<file path="config.mk">
export PLATFORM = sky130hd
export DESIGN_NAME = scan_sequencer
export DESIGN_NICKNAME = d
export VERILOG_FILES = /design/src/rtl/scan_sequencer.sv
export SDC_FILE = /design/constraint.sdc
export NUM_CORES = 1
export LEC_CHECK = 0
export ABC_CLOCK_PERIOD_IN_PS = 7100
export BUFFER_PORTS_ARGS = -buffer_cell sky130_fd_sc_hd__buf_4
export CORE_MARGIN = 2
export CORE_UTILIZATION = 40
export DETAILED_ROUTE_END_ITERATION = 10
export HOLD_SLACK_MARGIN = 0.03
export PLACE_DENSITY = 0.64
export SYNTH_ARGS = -nofsm -noshare
export SYNTH_HDL_FRONTEND = slang
export SYNTH_SLANG_ARGS = --single-unit
</file>
<file path="constraint.sdc">
create_clock -name clk -period 7.1 [get_ports clk]
set_input_delay 0.355 -clock clk [delete_from_list [all_inputs] [get_ports clk]]
set_output_delay 0.355 -clock clk [all_outputs]
set_load 0.05 [all_outputs]
</file>
<file path="src/rtl/scan_sequencer.sv">
// Channel sequencer for the 3-to-8 decoder: walks the set bits of a captured mask, holding each for dwell+1 cycles.
// Optional feature macro SCAN_BLANK_EN inserts a one-cycle blank (enable low) between consecutive channels.
module scan_sequencer #(
  parameter int DWELL_W = 8
) (
  input  logic               clk,
  input  logic               rst_n,
  input  logic               start,
  input  logic               stop,
  input  logic               mode,
  input  logic [7:0]         mask,
  input  logic [DWELL_W-1:0] dwell,
  output logic [2:0]         sel,
  output logic               enable,
  output logic               busy,
  output logic               done
);

  typedef enum logic [1:0] {
    ST_IDLE  = 2'd0,
    ST_DWELL = 2'd1
`ifdef SCAN_BLANK_EN
    , ST_BLANK = 2'd2
`endif
  } state_t;

  localparam logic [DWELL_W-1:0] CNT_ZERO = {DWELL_W{1'b0}};
  localparam logic [DWELL_W-1:0] CNT_ONE  = {{(DWELL_W-1){1'b0}}, 1'b1};

  // Lowest set bit of m; an empty mask never reaches this in practice.
  function automatic logic [2:0] lowest_bit(input logic [7:0] m);
    logic [2:0] res;
    res = 3'd0;
    for (int i = 7; i >= 0; i--) begin
      res = m[i] ? 3'(i) : res;
    end
    return res;
  endfunction

  // {found, index} of the nearest set bit strictly above s.
  function automatic logic [3:0] next_above(input logic [7:0] m, input logic [2:0] s);
    logic [3:0] res;
    res = 4'd0;
    for (int i = 7; i >= 0; i--) begin
      res = (m[i] && (i > int'(s))) ? {1'b1, 3'(i)} : res;
    end
    return res;
  endfunction

  state_t             state_r, state_s;
  logic [2:0]         sel_r, sel_s;
  logic [DWELL_W-1:0] cnt_r, cnt_s;
  logic [DWELL_W-1:0] dwell_r, dwell_s;
  logic [7:0]         mask_r, mask_s;
  logic               mode_r, mode_s;
  logic               enable_r, enable_s;
  logic               busy_r, busy_s;
  logic               done_r, done_s;
  logic [3:0]         next_s;

  assign next_s = next_above(mask_r, sel_r);

  // Next-state and next-output logic; outputs are computed here and registered below.
  always_comb begin
    state_s  = state_r;
    sel_s    = sel_r;
    cnt_s    = cnt_r;
    mask_s   = mask_r;
    dwell_s  = dwell_r;
    mode_s   = mode_r;
    enable_s = 1'b0;
    busy_s   = 1'b0;
    done_s   = 1'b0;
    case (state_r)
      ST_IDLE: begin
        if (start && !stop && (mask != 8'd0)) begin
          mask_s   = mask;
          dwell_s  = dwell;
          mode_s   = mode;
          sel_s    = lowest_bit(mask);
          cnt_s    = dwell;
          state_s  = ST_DWELL;
          enable_s = 1'b1;
          busy_s   = 1'b1;
        end else begin
          state_s = ST_IDLE;
        end
      end
      ST_DWELL: begin
        if (stop) begin
          state_s = ST_IDLE;
        end else if (cnt_r != CNT_ZERO) begin
          cnt_s    = cnt_r - CNT_ONE;
          enable_s = 1'b1;
          busy_s   = 1'b1;
        end else if (next_s[3] || mode_r) begin
          // Wrap to the lowest bit only in continuous mode; a single-bit mask re-enters itself.
          sel_s  = next_s[3] ? next_s[2:0] : lowest_bit(mask_r);
          cnt_s  = dwell_r;
          busy_s = 1'b1;
`ifdef SCAN_BLANK_EN
          state_s  = ST_BLANK;
          enable_s = 1'b0;
`else
          state_s  = ST_DWELL;
          enable_s = 1'b1;
`endif
        end else begin
          state_s = ST_IDLE;
          done_s  = 1'b1;
        end
      end
`ifdef SCAN_BLANK_EN
      ST_BLANK: begin
        if (stop) begin
          state_s = ST_IDLE;
        end else begin
          state_s  = ST_DWELL;
          enable_s = 1'b1;
          busy_s   = 1'b1;
        end
      end
`endif
      default: begin
        state_s = ST_IDLE;
      end
    endcase
  end

  // State and output registers with synchronous active-low reset.
  always_ff @(posedge clk) begin
    if (!rst_n) begin
      state_r  <= ST_IDLE;
      sel_r    <= 3'd0;
      cnt_r    <= CNT_ZERO;
      mask_r   <= 8'd0;
      dwell_r  <= CNT_ZERO;
      mode_r   <= 1'b0;
      enable_r <= 1'b0;
      busy_r   <= 1'b0;
      done_r   <= 1'b0;
    end else begin
      state_r  <= state_s;
      sel_r    <= sel_s;
      cnt_r    <= cnt_s;
      mask_r   <= mask_s;
      dwell_r  <= dwell_s;
      mode_r   <= mode_s;
      enable_r <= enable_s;
      busy_r   <= busy_s;
      done_r   <= done_s;
    end
  end

  assign sel    = sel_r;
  assign enable = enable_r;
  assign busy   = busy_r;
  assign done   = done_r;

endmodule

</file>
== Yosys cells after proc, flatten, opt, wreduce, memory -nomap -nowiden ==
Cells that the tools add are included.
Operators by class
  add/sub/neg operators: 1
  $lt $le $gt $ge: 7
  equal/unequal tests: 7
  mux-type cells: 45
  bitwise gates (word level): 2
  reduce and logical (&&, ||, !) cells: 19
Operators with widths (count)
  3-bit 2-to-1 mux: 21
  8-bit 2-to-1 mux: 4
  4-bit 2-to-1 mux: 7
  8-bit one-hot mux with 2 select lines: 1
  8-bit nonzero test: 2
  3-bit greater-than comparator (first input constant): 4
  1-bit logical AND: 9
  2-bit inequality test (second input constant): 4
  8-bit by 1-bit subtractor with 8-bit output (second input constant): 1
  1-bit 2-to-1 mux: 7
  2-bit by 3-bit greater-than comparator with 1-bit output (first input constant): 2
  3-bit inequality test (second input constant): 2
  3-bit one-hot mux with 2 select lines: 1
  5-bit AND reduction: 1
  2-bit 2-to-1 mux: 2
  2-bit one-hot mux with 2 select lines: 1
  4-bit AND reduction: 1
  4-bit OR reduction: 1
  1-bit by 3-bit greater-than comparator with 1-bit output (first input constant): 1
  2-bit by 1-bit == test with 1-bit output (second input constant): 1
  2-bit logical NOT: 1
  1-bit NOT: 2
  1-bit one-hot mux with 2 select lines: 1
  2-bit AND reduction: 1
  3 further kinds: 3
Storage, ports and cells
  register bits: 32
  output and inout port bits: 6
  logic and storage cells: 89

== Logic depth before layout (Yosys ltp) ==
  depth after elaboration: 14
  gate-level depth with buffers: 11
  mapped depth without buffers: 8

== Worst setup path before layout ==
OpenSTA, ideal clock, no wires.
  kind: flip-flop to flip-flop
  start point: reg cnt_r[0]
  end point: reg sel_r[1] (netlist: sel[1])
  setup time: 62 ps
  data arrival time: 2197 ps
  data required time: 7038 ps
  path slack: 4841 ps
  stages on the path, launching flop included: 11
  path buffers: 2
  clock period less this slack: 2259 ps
  path through: dfxtp_1 > inv_1 > ha_1 > or3b_1 > buf_6 > or2_1 > buf_6 > a22o_1 > a41o_1 > a211oi_1 > a32o_1
Between the ends
  longest elaborated chain between the ends: 3
Ends and longest elaborated chain
  start: declaration: RTL line 52  | logic [DWELL_W-1:0] cnt_r, cnt_s;
  start signal: assignment: RTL line 145  | cnt_r <= cnt_s;
  8-bit nonzero test: RTL line 92  | end else if (cnt_r != CNT_ZERO) begin
  2-bit inequality test (no line)
  5-bit AND reduction (no line)
  end signal: assignment: RTL line 144  | sel_r <= sel_s;
  end: declaration: RTL line 51  | logic [2:0] sel_r, sel_s;
No other way between the ends.
A chain may end at the register's enable or synchronous reset.

== Worst setup path after layout ==
  start point: reg cnt_r[0]
  end point: reg cnt_r[5]
Between the ends
  longest elaborated chain between the ends: 4
  elaborated cells between the ends (all ways): 7
Ends and longest elaborated chain
  8-bit by 1-bit subtractor with 8-bit output / 8-bit nonzero test (equally long branches): RTL line 93, 92
  8-bit 2-to-1 mux: RTL line 92
  8-bit 2-to-1 mux: RTL line 90  | if (stop) begin
  8-bit one-hot mux with 2 select lines: RTL line 74  | case (state_r)
Parallel ways exist; a longest one is shown, timed or not. The select of a mux whose other input is x is not followed.

==> run summary <==
Post-synth top cells - 40 x nand2_1, 31 x dfxtp_1, 29 x a21oi_1
slew margin rel. - 33.9%
Max Root-Sink Buffers - 2
worst setup margin - 4.52 ns
Iter 0 DRT Violations - 101
Starting Density - 42.4%
critical path class - reg -> reg
Num CTS Buffers - 5
final core utilization - 48.7%
Post-layout nets - 268
Critical Path RT - 7.28 ns
vias in the first global route - 1,507
DIE AREA - 4880 sq um
Worst Hold End - dwell_r[0]$_SDFFE_PN0P_
GPL Wtd Cong - 0.801
Gate Count Post-Synth - 229
IO buf count - 26
Setup Skew - 0.00725 ns
status - finished, final reports clean
Synth warnings - 0
reg2reg start - cnt_r[0]$_SDFFE_PN0P_
Syn Area/Cell - 7.57 sq um
syn_nets - 251
static leakage - 0.758 nW
startpoint types - flop
R2R Setup Slk - 4.52 ns
filler instances - 433
root buf cell - clkbuf_8
# Max-Cap Violations - 0
Worst Hold Depth - 3
overall routing resource usage - 19.1%
Final Non-Filler Cells - 296
Multi-input gate area - 966 sq um
postcts setup bufs - 0
placed cell count - 289
sequential share of the synthesized area - 35.8%
register area - 621 sq um
CP max stage cell - or3b_1
post-synth top area cell - dfxtp_1
global-route wire length before repair - 7.42 mm
IO Pins - 27
Layout area overhead - 14.6%
VDD IR max - 0.106 mV
FF-to-FF End - cnt_r[5]$_SDFFE_PN0P_
setup TNS - 0 ns
min Tclk post-route - 2.58 ns
count of hold-fix buffers inserted at cts - 0
max incr delay on CP - 0.49 ns
Die W - 69.8 um
clock latency at the later pin of the worst-skew pair - 0.29 ns
wire length per cell - 15.0 um
CP max FO - 10
power density cells - 220 nW/um^2
Seq cells post-synth - 31
floorplan row count - 23
vias - 1,661
largest net degree at the start of global routing - 30
EDFF count, synth - 0
Max Freq - 387 MHz
Crit path max-delay family - simple AND/OR/NAND/NOR gates
Core ar. - 4090 sq um
Setup-failing EPs final - 0
Worst-path clk slew - 0.06 ns
routed vias/inst - 5.61
Final Hold Fails - 0
global route overflow - 0
worst r2r path cells - 8
layout cells sized above 1 - 15.4%
CTS H-tree lvls - 2
Final Power - 0.437 mW
CTS tree - done
period utilization - 36.4%
Buf+Inv Stages, Crit Path - 1
Pins Over Slew Limit - 0
Worst setup EP type - flop
DP HPWL - 3.12 mm
largest cells by area after synthesis - dfxtp_1 36%, nand2_1 8.7%, a21oi_1 8.4%
# diodes - 0
initial antenna violation count - 0
CP Cell Sequence - inv_1 -> ha_1 -> or3b_1 -> or2_1 -> nor2_1 -> a31o_2 -> nand2_2 -> o211a_1
worst slew pin tran - 0.991 ns
Die Y - 69.8 um
cell with the most instances after synthesis - nand2_1
final wirelength - 4.43 mm
DRT Pass-1 Iters - 4
async set-reset flop share out of synthesis - 0%
post-CTS sizing - 0
Main synth FF type - dfxtp_1
Post-Synthesis Cell Area - 1730 sq um
Min-Delay Path Class - in -> reg
number of remaining DRC errors - 0
clock sinks - 31
synth unique cells - 49
RSZ-0062 raised after global routing - false
Post-Place Worst Slack - 4.56 ns
CP arrival - 2.76 ns
Post-DRT Antenna Nets - 0
Hold Startpoint - dwell[0]
Synth top area share - 35.8%
-- where the power goes --
part	total (mW)	internal [mW]	switching (mW)
Sequential	0.199	0.185	0.0140
Combinational	0.0980	0.0402	0.0578
Clock	0.140	0.0759	0.0644
-- worst min-delay path: stages --
cell and delay (ns):
buf_4 0.11, nand2_1 0.05, a21oi_1 0.05
-- worst max-delay path by stage --
stage,start,endpoint,slack (ns),cells past startpoint
after floorplan,cnt_r[0]$_SDFFE_PN0P_,sel[1]$_SDFFE_PN0P_,4.84,10
after global placement,cnt_r[0]$_SDFFE_PN0P_,cnt_r[5]$_SDFFE_PN0P_,4.59,8
after detailed placement,mask[0],cnt_r[5]$_SDFFE_PN0P_,4.56,6
after CTS,cnt_r[0]$_SDFFE_PN0P_,cnt_r[5]$_SDFFE_PN0P_,4.55,8
after global routing,cnt_r[0]$_SDFFE_PN0P_,cnt_r[3]$_SDFFE_PN0P_,4.34,8
final,cnt_r[0]$_SDFFE_PN0P_,cnt_r[5]$_SDFFE_PN0P_,4.52,8
-- flip-flops by register name, indices dropped and copies added, names as in the netlist --
register and count:
done 1, cnt_r 8, state_r 1, sel 3, mode_r 1, busy 1, dwell_r 8, mask_r 8
-- cells by family (layout without fill, tap and decap cells) --
group | count (synthesis) | in the layout | synth area share [%]
muxes | 1 | 1 | 0.577
adders and majority gates | 1 | 1 | 0.721
AOI/OAI and AO/OA | 81 | 81 | 31.6
DFF | 31 | 31 | 35.8
xor gates and xnor gates | 3 | 3 | 1.52
and+or+nand+nor | 82 | 82 | 21.3
buffers and inverters | 30 | 47 | 8.51
-- per-stage QoR --
stage          hold slack [ns]  cell area [sq um]
6_report                 0.320               1990
5_1_grt                  0.329               1990
4_1_cts                  0.318               1990
3_5_place_dp             0.450               1900
3_3_place_gp             0.446               1900
2_1_floorplan            0.433               1730
-- cells in the final DEF (no fill, tap or decap), drive strengths merged, types with 2 or more instances in the layout --
cell type,synthesis,layout
a21boi,2,2
dfxtp,31,31
o31ai,4,4
a31oi,2,2
and2,2,2
nand2b,4,4
nor2,15,15
o21ai,8,8
o221ai,3,3
nand2,41,41
inv,13,13
nor3,8,8
xnor2,2,2
or4,2,2
nand3,4,4
a211oi,7,7
clkbuf,11,6
a311oi,3,3
nor4,3,3
buf,6,27
a32o,2,2
o211ai,4,4
o41ai,2,2
a21oi,29,29
-- area by class of cell --
type | instances | share of cell area (%)
multi-input cells | 168 | 48.6
flip-flops and latches | 31 | 31.2
repair buffers | 27 | 10.2
clock buffers | 6 | 4.15
well taps | 50 | 3.15
inverters | 13 | 2.45
clock inverters | 1 | 0.252
-- metal layers --
layer	track usage [%]	wire length, um
met4	5.13	26
met5	0	0
met2	27.5	1880
met3	6.10	188
met1	27.2	2340
(Power assumes the default switching activity.)
